[src/rtl/core_pkg.sv]
// rtl/core_pkg.sv - shared constants and types for the ARM-subset core
// Purpose: common widths, reset PC default, R15 read offset and next-pc select type.
package core_pkg;
    localparam logic [31:0] RESET_PC_DEFAULT = 32'h0000_0000;
    localparam logic [31:0] WORD_BYTES       = 32'd4;
    localparam int          INSTR_W          = 32;
    localparam logic [31:0] R15_OFFSET       = 32'd8;

    // Next-pc source selected by the fetch control logic.
    typedef enum logic [1:0] {
        PC_HOLD = 2'd0,
        PC_INC  = 2'd1,
        PC_TGT  = 2'd2
    } pc_sel_e;
endpackage

[src/rtl/fetch_pc_reg.sv]
// rtl/fetch_pc_reg.sv - program counter register with hold / +4 / target mux
// Ports:
//   clk, reset   : clock, synchronous active-high reset
//   i_sel        : next-pc source (hold, increment, aligned target)
//   i_target_w   : word address of redirect target (byte address bits [31:2])
//   o_pc         : current byte address, bits [1:0] always zero
module fetch_pc_reg
    import core_pkg::*;
#(
    parameter logic [31:0] RESET_PC = RESET_PC_DEFAULT
) (
    input  logic        clk,
    input  logic        reset,
    input  pc_sel_e     i_sel,
    input  logic [29:0] i_target_w,
    output logic [31:0] o_pc
);
    logic [31:0] r_pc;
    logic [31:0] w_pc_next;

    always_comb begin
        w_pc_next = r_pc;
        case (i_sel)
            PC_INC:  w_pc_next = r_pc + WORD_BYTES;   // wraps modulo 2^32
            PC_TGT:  w_pc_next = {i_target_w, 2'b00};
            default: w_pc_next = r_pc;
        endcase
    end

    always_ff @(posedge clk) begin
        if (reset) begin
            r_pc <= RESET_PC;
        end else begin
            r_pc <= w_pc_next;
        end
    end

    assign o_pc = r_pc;
endmodule

[src/rtl/fetch_stage.sv]
// rtl/fetch_stage.sv - instruction fetch stage with IF/ID output register
// Ports:
//   clk, reset          : clock, synchronous active-high reset
//   imem_addr/imem_data : instruction memory address out, combinational data in
//   halt                : inhibit new fetches (held output still drains)
//   br_taken/br_target  : redirect request from execute
//   instr/instr_pc      : registered instruction and its byte address
//   pc_plus8            : instr_pc + 8 (R15 read value)
//   instr_valid/ready   : handshake to decode
//   misalign            : one-cycle pulse when a redirect target was unaligned
//   accept_cnt          : wrapping count of completed handshakes
module fetch_stage
    import core_pkg::*;
#(
    parameter logic [31:0] RESET_PC = RESET_PC_DEFAULT,
    parameter int          DATA_W   = INSTR_W,
    parameter int          CNT_W    = 16
) (
    input  logic              clk,
    input  logic              reset,
    output logic [31:0]       imem_addr,
    input  logic [DATA_W-1:0] imem_data,
    input  logic              halt,
    input  logic              br_taken,
    input  logic [31:0]       br_target,
    output logic [DATA_W-1:0] instr,
    output logic [31:0]       instr_pc,
    output logic [31:0]       pc_plus8,
    output logic              instr_valid,
    input  logic              instr_ready,
    output logic              misalign,
    output logic [CNT_W-1:0]  accept_cnt
);
    logic [DATA_W-1:0] r_instr;
    logic [31:0]       r_instr_pc;
    logic              r_valid;
    logic              r_misalign;
    logic [CNT_W-1:0]  r_accept_cnt;

    logic              w_fire;
    logic              w_accept;
    logic [31:0]       w_pc;
    pc_sel_e           w_pc_sel;

    // A fetch needs a free (or freeing) output slot and no redirect/halt.
    assign w_fire   = !br_taken && !halt && (!r_valid || instr_ready);
    assign w_accept = r_valid && instr_ready;

    always_comb begin
        w_pc_sel = PC_HOLD;
        if (br_taken) begin
            w_pc_sel = PC_TGT;
        end else if (w_fire) begin
            w_pc_sel = PC_INC;
        end
    end

    fetch_pc_reg #(
        .RESET_PC (RESET_PC)
    ) u_pc (
        .clk        (clk),
        .reset      (reset),
        .i_sel      (w_pc_sel),
        .i_target_w (br_target[31:2]),
        .o_pc       (w_pc)
    );

    always_ff @(posedge clk) begin
        if (reset) begin
            r_instr      <= '0;
            r_instr_pc   <= '0;
            r_valid      <= 1'b0;
            r_misalign   <= 1'b0;
            r_accept_cnt <= '0;
        end else begin
            r_misalign <= br_taken && (br_target[1:0] != 2'b00);
            // Counted even when a redirect flushes the slot in the same cycle.
            if (w_accept) begin
                r_accept_cnt <= r_accept_cnt + CNT_W'(1);
            end
            if (br_taken) begin
                r_valid <= 1'b0;
            end else if (w_fire) begin
                r_instr    <= imem_data;
                r_instr_pc <= w_pc;
                r_valid    <= 1'b1;
            end else if (w_accept) begin
                r_valid <= 1'b0;
            end
        end
    end

    assign imem_addr   = w_pc;
    assign instr       = r_instr;
    assign instr_pc    = r_instr_pc;
    assign pc_plus8    = r_instr_pc + R15_OFFSET;
    assign instr_valid = r_valid;
    assign misalign    = r_misalign;
    assign accept_cnt  = r_accept_cnt;
endmodule

[config.mk]
export PLATFORM = sky130hd
export DESIGN_NAME = fetch_stage
export DESIGN_NICKNAME = d
export VERILOG_FILES = /design/src/rtl/core_pkg.sv /design/src/rtl/fetch_pc_reg.sv /design/src/rtl/fetch_stage.sv
export SDC_FILE = /design/constraint.sdc
export NUM_CORES = 1
export LEC_CHECK = 0
export CORE_ASPECT_RATIO = 1.5
export CORE_MARGIN = 4
export CORE_UTILIZATION = 43
export CTS_BUF_LIST = sky130_fd_sc_hd__clkbuf_16
export DETAILED_ROUTE_END_ITERATION = 12
export PLACE_DENSITY = 0.81
export SYNTH_ARGS = -nofsm -noshare
export SYNTH_HDL_FRONTEND = slang
export SYNTH_SLANG_ARGS = --single-unit
[constraint.sdc]
create_clock -name clk -period 3.15 [get_ports clk]
set_clock_uncertainty 0.2 [all_clocks]
set_input_delay 0.4725 -clock clk [delete_from_list [all_inputs] [get_ports clk]]
set_output_delay 0.4725 -clock clk [all_outputs]
set_load 0.005 [all_outputs]
==> summary.md, run 1 <==
| Metric | Value |
|---|---|
| WP data required | approximately 2.5 ns |
| Part of the power in combinational logic | 14.3% |
| Antenna Nets Post-Route | 0 |
| Most common cell after layout, fill and taps aside | clkdlybuf4s50_1 |
| Crit. Startpoint | instr_pc[7]$_SDFFE_PP0P_ |
| Worst setup path class | reg2out |
| Metal2 WL | 9090 um |
| Final Max Tran Viols | 0 |
| Outcome | finished clean |
| Initial antenna violation count | 0 |
| CP peak stage delay | 0.51 ns |
| Register area | 2210 um^2 |
| Avg WL per Cell | 16.3 um |
| Hold slack final | 0.253 ns |
| Non-Filler Instances | 1005 |
| Post-synth cell types | 43 |
| Final Power | 3.07 mW |
| # diodes | 0 |
| DRT iter0 DRCs | 353 |
| Reg2Reg Launch Point | u_pc.o_pc[2]$_SDFFE_PP0P_ |
| IO Pins | 215 |
| Crit share post-route | 97.6% |
| Die area | 13600 um^2 |
| Mapped Cells | 641 |
| Uppermost layer routed | met4 |
| First-pass GRT wire length | 26000 um |
| Vias | 5280 |
| Startpoint Class | flip-flop |
| Vias per inst | 5.25 |
| Root buf cell | clkbuf_16 |
| Port-buffer cells | 208 |
| Post-CTS Hold Buffers | 0 |
| LEAKAGE | 2.82 nW |
| Reg2Reg Depth | 6 |
| First-pass DRT Iterations | 4 |
| FF-to-FF setup slack | 0.63 ns |
| Clock Latency Late Sink | 0.34 ns |
| Dpl cell area | 7360 um^2 |
| Clock Power Share | ~36% |
| H-tree level count | 3 |
| CP Capture Type | output pin |
| Vias in the first global route | 5223 |
| Seq pwr share | 49.4% |
| Placed insts | 985 |
| Fraction of the yosys area taken by sequential cells | ~44% |
| Row count | between 40 and 50 |
| DP Worst Slack | around 0.19 ns |
| Final nets | 922 |
| Final Hold Viols | 0 |
| RR Endpoint | u_pc.o_pc[30]$_SDFFE_PP0P_ |
| Gr ovfl total | 0 |
| M1 WL | 5850 um |
| CP max-delay cell | clkdlybuf4s50_1 |
| Maximum clock insertion buffer count | 2 |
| Chip height | 141 um |
| Final Core Density | 67.6% |
| Max Cap Violations | 0 |
| Clock slew at reported path FFs | 0.07 ns |
| Multi-input logic area | 2770 um^2 |
| Final WS setup | approximately 0.075 ns |
| Ys Warns | 0 |
| Pin count of the biggest net entering global routing | 72 |
| Critical path endpoint | pc_plus8[30] |
| Layout area overhead | 54.5% |
| Mapped cell area | 5050 um^2 |
| FILL cells | 963 |
| Worst-Margin Slew | 1.07 ns |
| Minimum clock period | ~3.1 ns |
| Critical Path, Cell by Cell | and4_2 > nand4_1 > buf_6 > nor4_4 > xor2_1 > clkdlybuf4s50_1 |
| Worst vdd ir | 0.300 mV |
| Met3 wire length | 1060 um |
| HP Class | reg2reg |
| Layout cells sized above 1 | 8.77% |
| Crit path DAT | 2.40 ns |
| Cell area power density | 394 nW/um^2 |
| TNS Setup | 0 ns |
| Final Setup Violations | 0 |
| Total CTS buffers | 9 |
| Routed Wire Length | approximately 16000 um |
| P_sw | ~0.75 mW |
| Pint | 2.32 mW |
| RSZ-0062 raised after global routing | yes |
| GRT Resource Usage Total | 24.2% |
| CP max FO | 5 |
| Sw Share | 24.5% |
| Initial core utilization | ~44% |
| FF+latch count, synth | 110 |
| Final Cell Area | 7800 um^2 |
| Final GP Congestion | 0.867 |
| Chip width | 96.5 um |
| Core area | 11500 um^2 |
| Clock sink count | 110 |
| Drt drc | 0 |
| FMAX | between 0.3 and 0.4 GHz |
| Mapped Avg Cell Area | 7.87 um^2 |
| DP Wirelength | 12400 um |
| Slew margin rel. | 28.3% |
| Most frequent cells in the layout | clkdlybuf4s50_1 (205), nand2_1 (162), dfxtp_1 (102) |
| CTS tree | yes |
per-layer routing:
metal  vias up  global-route usage (%)
met1      2489                    26.0
li1       2593                       -
met5         -                       0
met2       172                    44.4
met4         0                    9.39
met3        26                    5.82
registers in the layout, indices dropped and copies added (netlist names):
register,count
instr,32
instr_pc,30
u_pc.o_pc,30
accept_cnt,16
instr_valid,1
misalign,1
logic make-up after synthesis:
group	count (synthesis)	share of synthesized area [%]
other cells	1	0.0743
mux	2	0.397
xor+xnor	64	11.1
compound gates	103	11.7
fa+ha+maj	3	0.744
flops	110	43.6
buf+inv	46	3.97
simple gates	312	28.4
how the worst min path moves through the flow:
stage / start / endpoint / slack [ns] / cells after the start
2_1_floorplan: instr[0]$_SDFFE_PP0P_ / instr[0]$_SDFFE_PP0P_ / 0.25 / 2
3_3_place_gp: instr[2]$_SDFFE_PP0P_ / instr[2]$_SDFFE_PP0P_ / 0.24 / 2
3_5_place_dp: instr[8]$_SDFFE_PP0P_ / instr[8]$_SDFFE_PP0P_ / 0.25 / 2
4_1_cts: instr[8]$_SDFFE_PP0P_ / instr[8]$_SDFFE_PP0P_ / 0.26 / 2
5_1_grt: instr[6]$_SDFFE_PP0P_ / instr[6]$_SDFFE_PP0P_ / 0.27 / 2
6_report: instr[31]$_SDFFE_PP0P_ / instr[31]$_SDFFE_PP0P_ / 0.25 / 2
worst max-delay path, delay by kind of cell, from the launching register on:
kind	cells	cell delay (ns)
AND/OR/NAND/NOR	3	0.78
buffers and inverters	2	0.74
flip-flops	1	0.37
XOR/XNOR	1	0.17
final cells by class:
| cell class | instances | area share, % |
|---|---|---|
| clock buffers | 9 | 2.89 |
| repair buffers | 233 | 29.7 |
| flip-flops and latches | 110 | 28.4 |
| inverters | 6 | 0.289 |
| well taps | 150 | 2.41 |
| multi-input cells | 490 | 35.6 |
| clock inverters | 7 | 0.834 |
synthesized netlist by cell type:
library cell	n	share of area, %
a211oi_1	15	2.2
a21oi_1	72	7.1
a311oi_1	6	1.0
a32oi_1	1	0.17
and2_1	1	0.12
and3_1	9	1.1
and3_2	1	0.15
and4_1	4	0.69
and4_2	1	0.20
and4_4	1	0.22
buf_1	2	0.15
buf_2	1	0.099
buf_4	7	1.0
clkbuf_1	30	2.2
conb_1	1	0.074
dfxtp_1	110	44
ha_1	3	0.74
inv_1	5	0.37
inv_2	1	0.074
mux2i_1	2	0.40
nand2_1	163	12
nand2b_1	2	0.25
nand3_1	25	2.5
nand3b_1	1	0.15
nand4_1	18	2.2
nand4_4	1	0.42
nor2_1	47	3.5
nor2b_1	2	0.25
nor3_1	12	1.2
nor4_1	13	1.6
nor4b_1	1	0.17
o21a_1	1	0.15
o21ai_0	4	0.40
o21bai_1	1	0.15
o31ai_1	3	0.45
or2_2	1	0.12
or3_1	3	0.37
or3_2	1	0.15
or3_4	1	0.22
or4_1	3	0.45
or4_2	1	0.17
xnor2_1	32	5.6
xor2_1	32	5.6
power groups by stage:
stage / combinational, mW / sequential, mW / clock, mW
final: 0.438 / 1.52 / 1.12
after global routing: 0.474 / 1.53 / 1.19
after CTS: 0.442 / 1.52 / 1.14
after detailed placement: 0.439 / 1.55 / 0
after global placement: 0.431 / 1.54 / 0
after floorplan: 0.155 / 1.54 / 0
what timing repair did:
item | 4_1_cts | 5_1_grt
gates resized for setup | 11 | 21
pin swaps | 1 | 0
setup endpoints to repair | 12 | 15
setup buffers | 2 | 2
Power figures use the tool's default switching activity.
==> inputs of run 2 (changes only) <==
Settings changed: CORE_UTILIZATION 43 to 30, PLACE_DENSITY 0.81 to default.
==> run 2 against run 1 <==
Global-route usage shrank 6.1 points. Hold slack is essentially flat. Critical path type unchanged. Wire length grew 7.5%. Via count shrank 2.1%. Register-to-register slack gained 0.05 ns. Sequential power is essentially flat. Flip-flop and latch count is the same. Non-clock buffer count grew 3. First-iteration DRC count shrank 33%. Total power grew 4.3%. Final area grew 1.3%. Clock power grew 12%.
==> summary.md, run 2 (same netlist as run 1, synthesis figures left out) <==
| Metric | Value |
|---|---|
| Startpoint Class | flip-flop |
| Most common cell after layout, fill and taps aside | clkdlybuf4s50_1 |
| Layout area overhead | 56.5% |
| Post-CTS Hold Buffers | 0 |
| Most used cell, CP | buf_4 |
| Final WS setup | about 0.047 ns |
| Final Hold Viols | 0 |
| Maximum clock insertion buffer count | 2 |
| Vias | 5170 |
| Delay-heaviest family, CP | simple AND/OR/NAND/NOR gates |
| Worst vdd ir | 0.242 mV |
| Clock slew at reported path FFs | approximately 0.080 ns |
| Vias per inst | 4.86 |
| Dpl cell area | 7410 um^2 |
| Layout cells sized above 1 | 8.63% |
| DRT iter0 DRCs | 236 |
| Final Max Tran Viols | 0 |
| Final Setup Violations | 0 |
| CP Capture Type | output pin |
| Antenna Nets Post-Route | 0 |
| CP max FO | 6 |
| LEAKAGE | 2.88 nW |
| Clock sink count | 110 |
| Most frequent cells in the layout | clkdlybuf4s50_1 (201), nand2_1 (162), dfxtp_1 (105) |
| Avg WL per Cell | between 15 and 20 um |
| Routed Wire Length | 17600 um |
| Pin count of the biggest net entering global routing | 67 |
| Placed insts | 1039 |
| Worst setup path class | reg2out |
| Final Power | 3.20 mW |
| Outcome | finished clean |
| Crit path DAT | 2.43 ns |
| H-tree level count | 3 |
| # diodes | 0 |
| IO Pins | 215 |
| CTS tree | yes |
| First-pass GRT wire length | 27700 um |
| Final nets | 925 |
| RSZ-0062 raised after global routing | yes |
| Row count | 57 |
| Crit share post-route | 98.5% |
| Vias in the first global route | 5109 |
| HP Class | reg2reg |
| Drt drc | 0 |
| Chip width | approximately 110 um |
| Worst Path Buf+Inv | 5 |
| Clock Latency Late Sink | roughly 0.35 ns |
| Number of flip-flops in the largest register | 32 |
| Final GP Congestion | 0.829 |
| Cell area power density | 406 nW/um^2 |
| First-pass DRT Iterations | 6 |
| Final Cell Area | 7900 um^2 |
| Slew margin rel. | between 50% and 60% |
| Minimum clock period | 3.10 ns |
| Non-Filler Instances | between 1000 and 1500 |
| Die area | 19000 um^2 |
| GRT Resource Usage Total | 18.1% |
| DP Worst Slack | 0.227 ns |
| CP max-delay cell | dfxtp_1 |
| Core area | 16300 um^2 |
| CP peak stage delay | 0.38 ns |
| DP Wirelength | about 13000 um |
| Root buf cell | clkbuf_16 |
| Initial antenna violation count | 0 |
| Port-buffer cells | 208 |
| Max Cap Violations | 0 |
| Chip height | 167 um |
| WP data required | between 2 and 2.5 ns |
| Total CTS buffers | 9 |
| FMAX | 0.322 GHz |
| Critical Path, Cell by Cell | and4_1 > and2_4 > nand3b_1 > buf_4 > buf_4 > buf_6 > buf_4 > nor3_2 > xor2_1 > buf_2 |
| Gr ovfl total | 0 |
| Initial core utilization | 30.9% |
| Worst-Margin Slew | about 0.67 ns |
==> run 2: changes by cell type in the layout (fill, tap and decap cells not counted), sizes merged <==
cell | previous run | this run
buf | 26 | 30
bufinv | 1 | 2
clkdlybuf4s50 | 205 | 201
clkinv | 6 | 1
dlymetal6s2s | 2 | 5
inv | 6 | 9
==> run 2: worst min-delay path: cells and delay by family (launching register included) <==
| kind | cells | cell delay (ns) |
|---|---|---|
| AOI/OAI and AO/OA | 1 | 0.05 |
| DFF | 1 | 0.31 |
| and+or+nand+nor | 1 | 0.05 |
==> run 2: final timing paths <==
path	start	end	slack (ns)	cells past startpoint
max	instr_pc[19]$_SDFFE_PP0P_	pc_plus8[26]	0.05	10
min	instr[0]$_SDFFE_PP0P_	instr[0]$_SDFFE_PP0P_	0.25	2
max reg2reg	u_pc.o_pc[2]$_SDFFE_PP0P_	u_pc.o_pc[30]$_SDFFE_PP0P_	0.68	7
min reg2reg	instr[0]$_SDFFE_PP0P_	instr[0]$_SDFFE_PP0P_	0.25	2
==> run 2: report_power, final <==
group          switching [mW]  internal (mW)  total [mW]
clock                   0.545          0.701        1.25
sequential             0.0718           1.45        1.52
combinational           0.181          0.256       0.437
==> run 2: per-stage QoR <==
step                      TNS, ns  util [%]  hold WS, ns
after floorplan                 0         -        0.253
after global placement          0      45.4        0.241
after detailed placement        0      45.4        0.246
after CTS                 -0.0536      47.7        0.257
after global routing       -0.131      48.4        0.277
final                           0      48.4        0.254
==> run 2: final cells by class <==
type | instances | area, um^2
inverters | 6 | 22.5
clock inverters | 6 | 91.3
repair buffers | 236 | 2340
flip-flops and latches | 110 | 2210
fillers | 1603 | 8430
clock buffers | 9 | 225
multi-input cells | 490 | 2750
well taps | 206 | 258
==> run 2: timing repair <==
item / in CTS / in global routing
buffers inserted: 4 / 5
endpoints found under the setup margin: 8 / 13
pin swaps: 3 / 4
resized for setup: 8 / 22
==> run 2: per-layer routing <==
metal / vias up / share of wire (%) / track usage, %
met1: 2404 / 40 / 20.9
met4: 0 / 2.2 / 5.53
met2: 145 / 52 / 32.3
met5: - / 0 / 0
met3: 21 / 5.9 / 4.86
li1: 2600 / - / -
==> inputs of run 3 (changes only) <==
Settings changed: PLACE_DENSITY_LB_ADDON from default to 0.25.
==> run 3 against run 2 <==
Total power decreased by 4.2%. Sequential share of layout area increased by 0.40 points. Sequential power about the same. Via count decreased by 0.62%. Critical path depth decreased by 3. Global-route usage decreased by 0.47 points.
==> summary.md, run 3 (same netlist as run 1, synthesis figures left out) <==
| Metric | Value |
|---|---|
| Vias per inst | 4.88 |
| Final WS setup | 0.0732 ns |
| Row count | 57 |
| CP peak stage delay | 0.51 ns |
| Clock Power Share | 36.4% |
| RSZ-0062 raised after global routing | yes |
| IO Pins | roughly 220 |
| Dpl cell area | 7390 um^2 |
| DRT iter0 DRCs | 227 |
| LEAKAGE | 2.79 nW |
| Clock slew at reported path FFs | 0.07 ns |
| Hold slack final | 0.255 ns |
| Startpoint Class | flip-flop |
| HP Class | reg2reg |
| Part of the power in combinational logic | 14.2% |
| CP max FO | 8 |
| Non-Filler Instances | 1053 |
| Critical Path, Cell by Cell | and4_4 > nand3_4 > nand3b_1 > buf_6 > nor4_4 > xor2_1 > clkdlybuf4s50_1 |
| Port-buffer cells | between 200 and 250 |
| Register area | 2210 um^2 |
| Final Power | 3.07 mW |
| Drt drc | 0 |
| # diodes | 0 |
| Outcome | finished clean |
| Slew margin rel. | 53.0% |
| Clock sink count | between 100 and 150 |
| Routed Wire Length | 17200 um |
| GRT Resource Usage Total | 17.7% |
| Worst vdd ir | 0.245 mV |
| Pin count of the biggest net entering global routing | 63 |
| Most frequent cells in the layout | clkdlybuf4s50_1 (205), nand2_1 (162), dfxtp_1 (103) |
| Max Cap Violations | 0 |
| Die area | ~19000 um^2 |
| Number of flip-flops in the largest register | 32 |
| First-pass GRT wire length | 26900 um |
| Cell area power density | 394 nW/um^2 |
| Crit share post-route | 97.7% |
| Vias in the first global route | ~5000 |
| Minimum clock period | 3.08 ns |
| Worst setup path class | reg2out |
| Seq pwr share | 49.5% |
| Worst-Margin Slew | between 0.6 and 0.7 ns |
| DP Wirelength | roughly 13000 um |
| Antenna Nets Post-Route | 0 |
| H-tree level count | 3 |
| Vias | a little over 5000 |
| Final Setup Violations | 0 |
| Total CTS buffers | 9 |
| P_sw | between 0.8 and 0.9 mW |
| Pint | around 2.3 mW |
| Sw Share | 26.6% |
| Layout cells sized above 1 | 7.20% |
| Final Core Density | 47.7% |
| FILL cells | 1643 |
| Multi-input logic area | 2770 um^2 |
| Final Hold Viols | 0 |
| Most common cell after layout, fill and taps aside | clkdlybuf4s50_1 |
| Initial core utilization | 30.9% |
| Avg WL per Cell | roughly 16 um |
| Final Max Tran Viols | 0 |
| Clock Latency Late Sink | 0.35 ns |
| Chip width | 114 um |
| TNS Setup | 0 ns |
| CP max-delay cell | clkdlybuf4s50_1 |
| CTS tree | yes |
| WP data required | 2.48 ns |
| Gr ovfl total | 0 |
| DP Worst Slack | 0.302 ns |
| Maximum clock insertion buffer count | 2 |
| Layout area overhead | 54.5% |
| Chip height | 167 um |
| Placed insts | 1036 |
| First-pass DRT Iterations | 4 |
| Root buf cell | clkbuf_16 |
| Core area | 16300 um^2 |
| Crit path DAT | 2.40 ns |
| Final nets | 914 |
| Final Cell Area | 7800 um^2 |
| Final GP Congestion | approximately 0.88 |
| Worst Path Buf+Inv | 2 |
| Delay-heaviest family, CP | simple AND/OR/NAND/NOR gates |
| FMAX | 0.325 GHz |
| Initial antenna violation count | 0 |
| CP Capture Type | output pin |
[run 3: cell types whose count changed in the layout (fill, tap and decap cells not counted), sizes merged]
cell | previous run | this run
inv | 9 | 8
clkdlybuf4s50 | 201 | 205
clkinv | 1 | 3
buf | 30 | 18
clkinvlp | 0 | 2
dlymetal6s2s | 5 | 2
bufinv | 2 | 0
[run 3: path summary, 6_finish.rpt]
path	from	end	slack, ns	cells after the start
worst min register to register	instr[31]$_SDFFE_PP0P_	instr[31]$_SDFFE_PP0P_	0.25	2
worst max register to register	u_pc.o_pc[7]$_SDFFE_PP0P_	u_pc.o_pc[30]$_SDFFE_PP0P_	0.70	5
worst min-delay path	instr[31]$_SDFFE_PP0P_	instr[31]$_SDFFE_PP0P_	0.25	2
worst max-delay path	instr_pc[13]$_SDFFE_PP0P_	pc_plus8[31]	0.07	7
[run 3: cell type report]
cell class,count,area share [%]
Multi-Input combinational cell,490,35.5
Clock inverter,7,0.754
Tap cell,206,3.31
Inverter,6,0.289
Clock buffer,9,2.89
Timing Repair Buffer,225,28.9
Sequential cell,110,28.4
[run 3: worst reg2reg max path, cell delays in order (launching register included)]
cell	delay [ns]
dfxtp_1	0.49
and4_4	0.33
nand4_4	0.19
or3_4	0.47
or4_1	0.40
a311oi_1	0.27
[run 3: power groups by stage]
stage | logic [mW] | clock network (mW) | registers, mW
2_1_floorplan | 0.155 | 0 | 1.54
3_3_place_gp | 0.441 | 0 | 1.55
3_5_place_dp | 0.441 | 0 | 1.55
4_1_cts | 0.443 | 1.15 | 1.52
5_1_grt | 0.473 | 1.20 | 1.53
6_report | 0.435 | 1.12 | 1.52
[run 3: per-layer routing]
| layer | vias up | routed length [um] | track usage, % |
|---|---|---|---|
| li1 | 2582 | - | - |
| met1 | 2375 | 6760 | 19.9 |
| met2 | 158 | 8940 | 31.4 |
| met3 | 23 | 1160 | 5.15 |
| met4 | 0 | 373 | 5.94 |
| met5 | - | 0 | 0 |
[run 3: timing repair]
action / in CTS / in global routing
resized for setup: 4 / 23
buffers inserted: 1 / 0
hold buffers: 0 / 0
pin swaps: 1 / 1
setup endpoints to repair: 4 / 15
==> variant 1 (config.mk and constraints of run 3) <==
`INSTR_W`: 32 -> 64.
--- a/src/rtl/core_pkg.sv
+++ b/src/rtl/core_pkg.sv
@@ -3,7 +3,7 @@
 package core_pkg;
     localparam logic [31:0] RESET_PC_DEFAULT = 32'h0000_0000;
     localparam logic [31:0] WORD_BYTES       = 32'd4;
-    localparam int          INSTR_W          = 32;
+    localparam int          INSTR_W          = 64;
     localparam logic [31:0] R15_OFFSET       = 32'd8;
 
     // Next-pc source selected by the fetch control logic.
Interface: changed (resized imem_data and instr); port bits go from 215 to 279. The function was not compared with the original's and may differ.
==> variant 1 against run 3 <==
  * Total power is 47% higher
  * Clock power up 79%
  * Design area increased by 26%
  * Setup slack gained 0.061 ns
  * Sequential cell count grew 32
  * Combinational power grew 27%
  * Routed wire length increased by 20%
  * Fmax increased by 2.0%
  * Synthesized cell count up 22%
  * Area after synthesis increased by 22%
  * Critical path type unchanged
  * Critical endpoint is now pc_plus8[22]
  * Largest power group is now clock
==> variant 1: results (changes against run 3) <==
metric	value	unit	change
status	finished, final reports clean		unchanged
post-route setup TNS	0	ns	unchanged
Worst Tran Pin Value	0.622	ns	was 0.699 ns
dpl hpwl	15100	µm	was 12700 µm
first-pass GRT wire length	32300	µm	was 26900 µm
share of cells above drive strength 1	7.04	%	was 7.20%
initial drt markers	297		was 227
initial antenna violation count	0		unchanged
H-tree depth	4		was 3
YS warnings	0		unchanged
IO buf count	272		was 208
total track usage	17.5	%	was 17.7%
vias in the first global route	5860		was 4959
DR WL/cell	15.8	µm	was 16.4 µm
buffer levels on the longest clock path	2		unchanged
Layout Nets	1144		was 914
DR WL met2	10600	µm	was 8940 µm
Pre-antenna DRT Iters	4		unchanged
max reg flops	64		was 32
metal3 WL	1520	µm	was 1160 µm
Root Driver	clkbuf_16		unchanged
Post-synth top cells	nand2_1 (223), dfxtp_1 (142), a21oi_1 (102), nor2_1 (48), xor2_1 (40)		was nand2_1 (163), dfxtp_1 (110), a21oi_1 (72), nor2_1 (47)
Num CTS Buffers	17		was 9
Pleak	0.00349	µW	was 0.00279 µW
worst-path fanout max	5		was 8
post-synthesis sequential area ratio	46.2	%	was 43.6%
Worst-path clk slew	0.06	ns	
Worst-Skew Late Latency	0.42	ns	was 0.35 ns
synthesized area per cell	7.90	µm²	was 7.87 µm²
post-place setup slack	0.247	ns	was 0.302 ns
via count of the routed design	6207		was 5138
M1 WL	8030	µm	was 6760 µm
Routed Antenna Nets	0		unchanged
Routability Congestion	0.820		was 0.884
FFs w/ async S/R, synth	0	%	unchanged
largest net degree at the start of global routing	76		was 63
Peak VDD IR	253	µV	was 245 µV
Cell Count, Final, Fillers Out	1311		was 1053
top layer in use	met4		unchanged
top post-synthesis cells by area	dfxtp_1 (46%), nand2_1 (14%), a21oi_1 (8.3%)		was dfxtp_1 (44%), nand2_1 (12%), a21oi_1 (7.1%)
dpl cell area	9150	µm²	was 7390 µm²
==> variant 1: path summary, 6_finish.rpt <==
path,to,start,cells past startpoint,slack (ns)
worst min register to register,instr[43],instr[43],2,0.25
worst max register to register,instr[19],instr_valid,6,0.83
worst min-delay path,instr[43],instr[43],2,0.25
worst max-delay path,pc_plus8[22],instr_pc[6],6,0.13
==> variant 1: what timing repair did <==
action	CTS	global route
resized for setup	15	11
endpoints found under the setup margin	14	11
pin swaps	0	2
buffers inserted	0	1
==> variant 1: power by group <==
| part | switching (µW) | internal (µW) | total [µW] |
|---|---|---|---|
| sequential | 78.9 | 1870 | 1950 |
| combinational | 224 | 329 | 553 |
| clock | 773 | 1220 | 2000 |
| total | 1080 | 3430 | 4500 |
==> variant 1: layout make-up <==
| class | instances | area, µm² |
|---|---|---|
| clock buffers | 17 | 425 |
| clock inverters | 13 | 150 |
| well taps | 260 | 325 |
| inverters | 7 | 26.3 |
| flip-flops and latches | 142 | 2860 |
| repair buffers | 290 | 2890 |
| multi-input cells | 582 | 3140 |
| fillers | 2007 | 10200 |
==> variant 1: cells by family (layout without fill, tap and decap cells) <==
logic type               after synthesis  in the layout  share of synthesized area (%)
AO/OA/AOI/OAI                        133            133                           12.0
XOR/XNOR                              63             63                           8.96
adder cells (fa/ha/maj)                3              3                          0.609
buffers and inverters                 61            327                           4.29
flip-flops                           142            142                           46.2
multiplexers                           2              2                          0.345
other                                  1              6                         0.0609
AND/OR/NAND/NOR                      375            375                           27.6
==> variant 1: metrics by stage <==
step / power (µW) / util [%]
5_1_grt: 4700 / 49.0
2_1_floorplan: 2170 / -
6_report: 4500 / 49.0
3_3_place_gp: 2550 / 45.7
4_1_cts: 4570 / 48.8
3_5_place_dp: 2550 / 45.7
==> variant 1: worst max-delay path: stages (launching register included) <==
cell             delay (ns)
dfxtp_2                0.39
and4_4                 0.26
or3b_4                 0.40
nor2_2                 0.12
nand3_1                0.10
xnor2_1                0.15
clkdlybuf4s50_1        0.51
==> variant 1: layer usage <==
layer | vias up | GRT usage [%]
li1 | 3132 | -
met1 | 2860 | 19.1
met2 | 193 | 31.2
met3 | 22 | 6.13
met4 | 0 | 6.42
met5 | - | 0
==> variant 2 (flow settings as in run 3) <==
Without the edit above. Register the output `accept_cnt` once more, cleared by the reset; this adds one clock of latency there. The other outputs are not delayed to match.
--- a/src/rtl/fetch_stage.sv
+++ b/src/rtl/fetch_stage.sv
@@ -96,6 +96,12 @@
     assign pc_plus8    = r_instr_pc + R15_OFFSET;
     assign instr_valid = r_valid;
     assign misalign    = r_misalign;
-    assign accept_cnt  = r_accept_cnt;
+    always_ff @(posedge clk) begin
+        if (reset) begin
+            accept_cnt <= '0;
+        end else begin
+            accept_cnt <= r_accept_cnt;
+        end
+    end
 endmodule
 
Function: changed (Yosys sat finds a counterexample within 4 cycles, from zero or initial values and one cycle with reset high).
==> variant 2 against run 3 <==
  * Utilization down 1.6 points
  * Area after synthesis up 16%
  * Sequential cell count grew 16
  * Non-clock buffer count grew 7
  * Design area increased by 13%
  * Setup slack improved by 0.030 ns
  * Total power grew 32%
  * Routed wire length up 13%
==> variant 2: results (changes against run 3) <==
metric	value	unit	change
status	finished, final reports clean		unchanged
HP Class	in -> reg		was reg -> reg
H-tree depth	4		was 3
total track usage	17.5	%	was 17.7%
Psw	988	µW	was 817 µW
share of cells above drive strength 1	8.47	%	was 7.20%
share of the synthesized area in the top cell type	43.1	%	was 43.6%
adder-cell share of the synthesized area	0.641	%	was 0.744%
fill count	1938		was 1643
Data arrival, critical path	2.37	ns	was 2.40 ns
Post-synth top cells	nand2_1 (159), dfxtp_1 (126), a21oi_1 (69), nor2_1 (41), clkbuf_1 (32)		was nand2_1 (163), dfxtp_1 (110), a21oi_1 (72), nor2_1 (47)
Worst-path clk slew	0.05	ns	was 0.07 ns
initial drt markers	226		was 227
post-place setup slack	0.199	ns	was 0.302 ns
Cell variety after synth	51		was 43
mux cell area share after synthesis	0.192	%	was 0.397%
Layout Nets	1003		was 914
Compound-Gate Fraction of Synth Area	13.7	%	was 11.7%
drt total wl	19500	µm	was 17200 µm
post-synthesis sequential area ratio	43.1	%	was 43.6%
top post-synthesis cells by area	dfxtp_1 (43%), nand2_1 (10%), a21oi_1 (5.9%)		was dfxtp_1 (44%), nand2_1 (12%), a21oi_1 (7.1%)
first-pass GRT wire length	30200	µm	was 26900 µm
dpl hpwl	14400	µm	was 12700 µm
dpl cell area	8180	µm²	was 7390 µm²
vias in the first global route	5649		was 4959
Pleak	0.00309	µW	was 0.00279 µW
largest net degree at the start of global routing	54		was 63
power per cell area	458	nW/µm²	was 394 nW/µm²
Worst-Skew Late Latency	0.41	ns	was 0.35 ns
==> variant 2: cell types whose count changed after synthesis, moves of 7 or more <==
cell      change
a211oi_1      -7
inv_1         +7
nor2b_1      +16
o31ai_1       +9
xor2_1       -20
or4_1         +9
or3_1         +7
dfxtp_1      +16
a311oi_1      +7
==> variant 2: cell families after synthesis <==
| group | Yosys count |
|---|---|
| other cells | 1 |
| mux | 1 |
| simple gates | 359 |
| buf+inv | 64 |
| compound gates | 129 |
| flops | 126 |
| fa+ha+maj | 3 |
| xor+xnor | 43 |
==> variant 2: metrics by stage <==
step,setup TNS (ns),cells
2_1_floorplan,0,731
3_3_place_gp,0,1166
3_5_place_dp,0,1166
4_1_cts,0,1198
5_1_grt,-0.00319,1200
6_report,0,1200
==> variant 2: routing by layer <==
metal	global-route usage (%)	part of all wire, %	vias to the layer above
li1	-	-	2971
met1	18.6	37	2759
met2	32.3	54	179
met3	4.29	6.4	36
met4	8.17	2.8	0
met5	0	0	-
==> variant 2: timing repair <==
action                     in CTS  in global routing
pin swaps                       3                  5
gates resized for setup        12                 19
setup buffers                   0                  2
setup endpoints to repair      15                 15
==> variant 2: layout make-up <==
type                            count  share of cell area [%]
Timing Repair Buffer              232                    25.8
Multi-Input combinational cell    541                    34.9
Sequential cell                   126                    28.8
Tap cell                          256                    3.62
Inverter                           13                   0.551
Clock inverter                     15                    1.48
Clock buffer                       17                    4.81
==> variant 2: critical path, cell delays in order (launching register included) <==
cell,delay (ns)
dfxtp_4,0.38
nand4_1,0.17
buf_4,0.20
nor4_4,0.24
buf_6,0.17
nand4_1,0.12
xnor2_1,0.17
clkdlybuf4s50_1,0.52
==> variant 2: power groups by stage <==
stage / clock network, µW / registers (µW) / logic [µW]
floorplan: 0 / 1760 / 183
detailed placement: 0 / 1770 / 469
CTS: 1900 / 1740 / 471
finish: 1850 / 1740 / 465
global placement: 0 / 1770 / 467
global route: 1960 / 1750 / 507
==> variant 2: worst paths after layout <==
| check | start | slack, ns | cells past startpoint | to |
|---|---|---|---|---|
| setup / recovery | instr_pc[10] | 0.10 | 7 | pc_plus8[27] |
| hold / removal | reset | 0.16 | 2 | instr[28] |
| setup reg to reg | u_pc.o_pc[8] | 0.71 | 4 | u_pc.o_pc[15] |
| hold reg to reg | instr[19] | 0.25 | 2 | instr[19] |
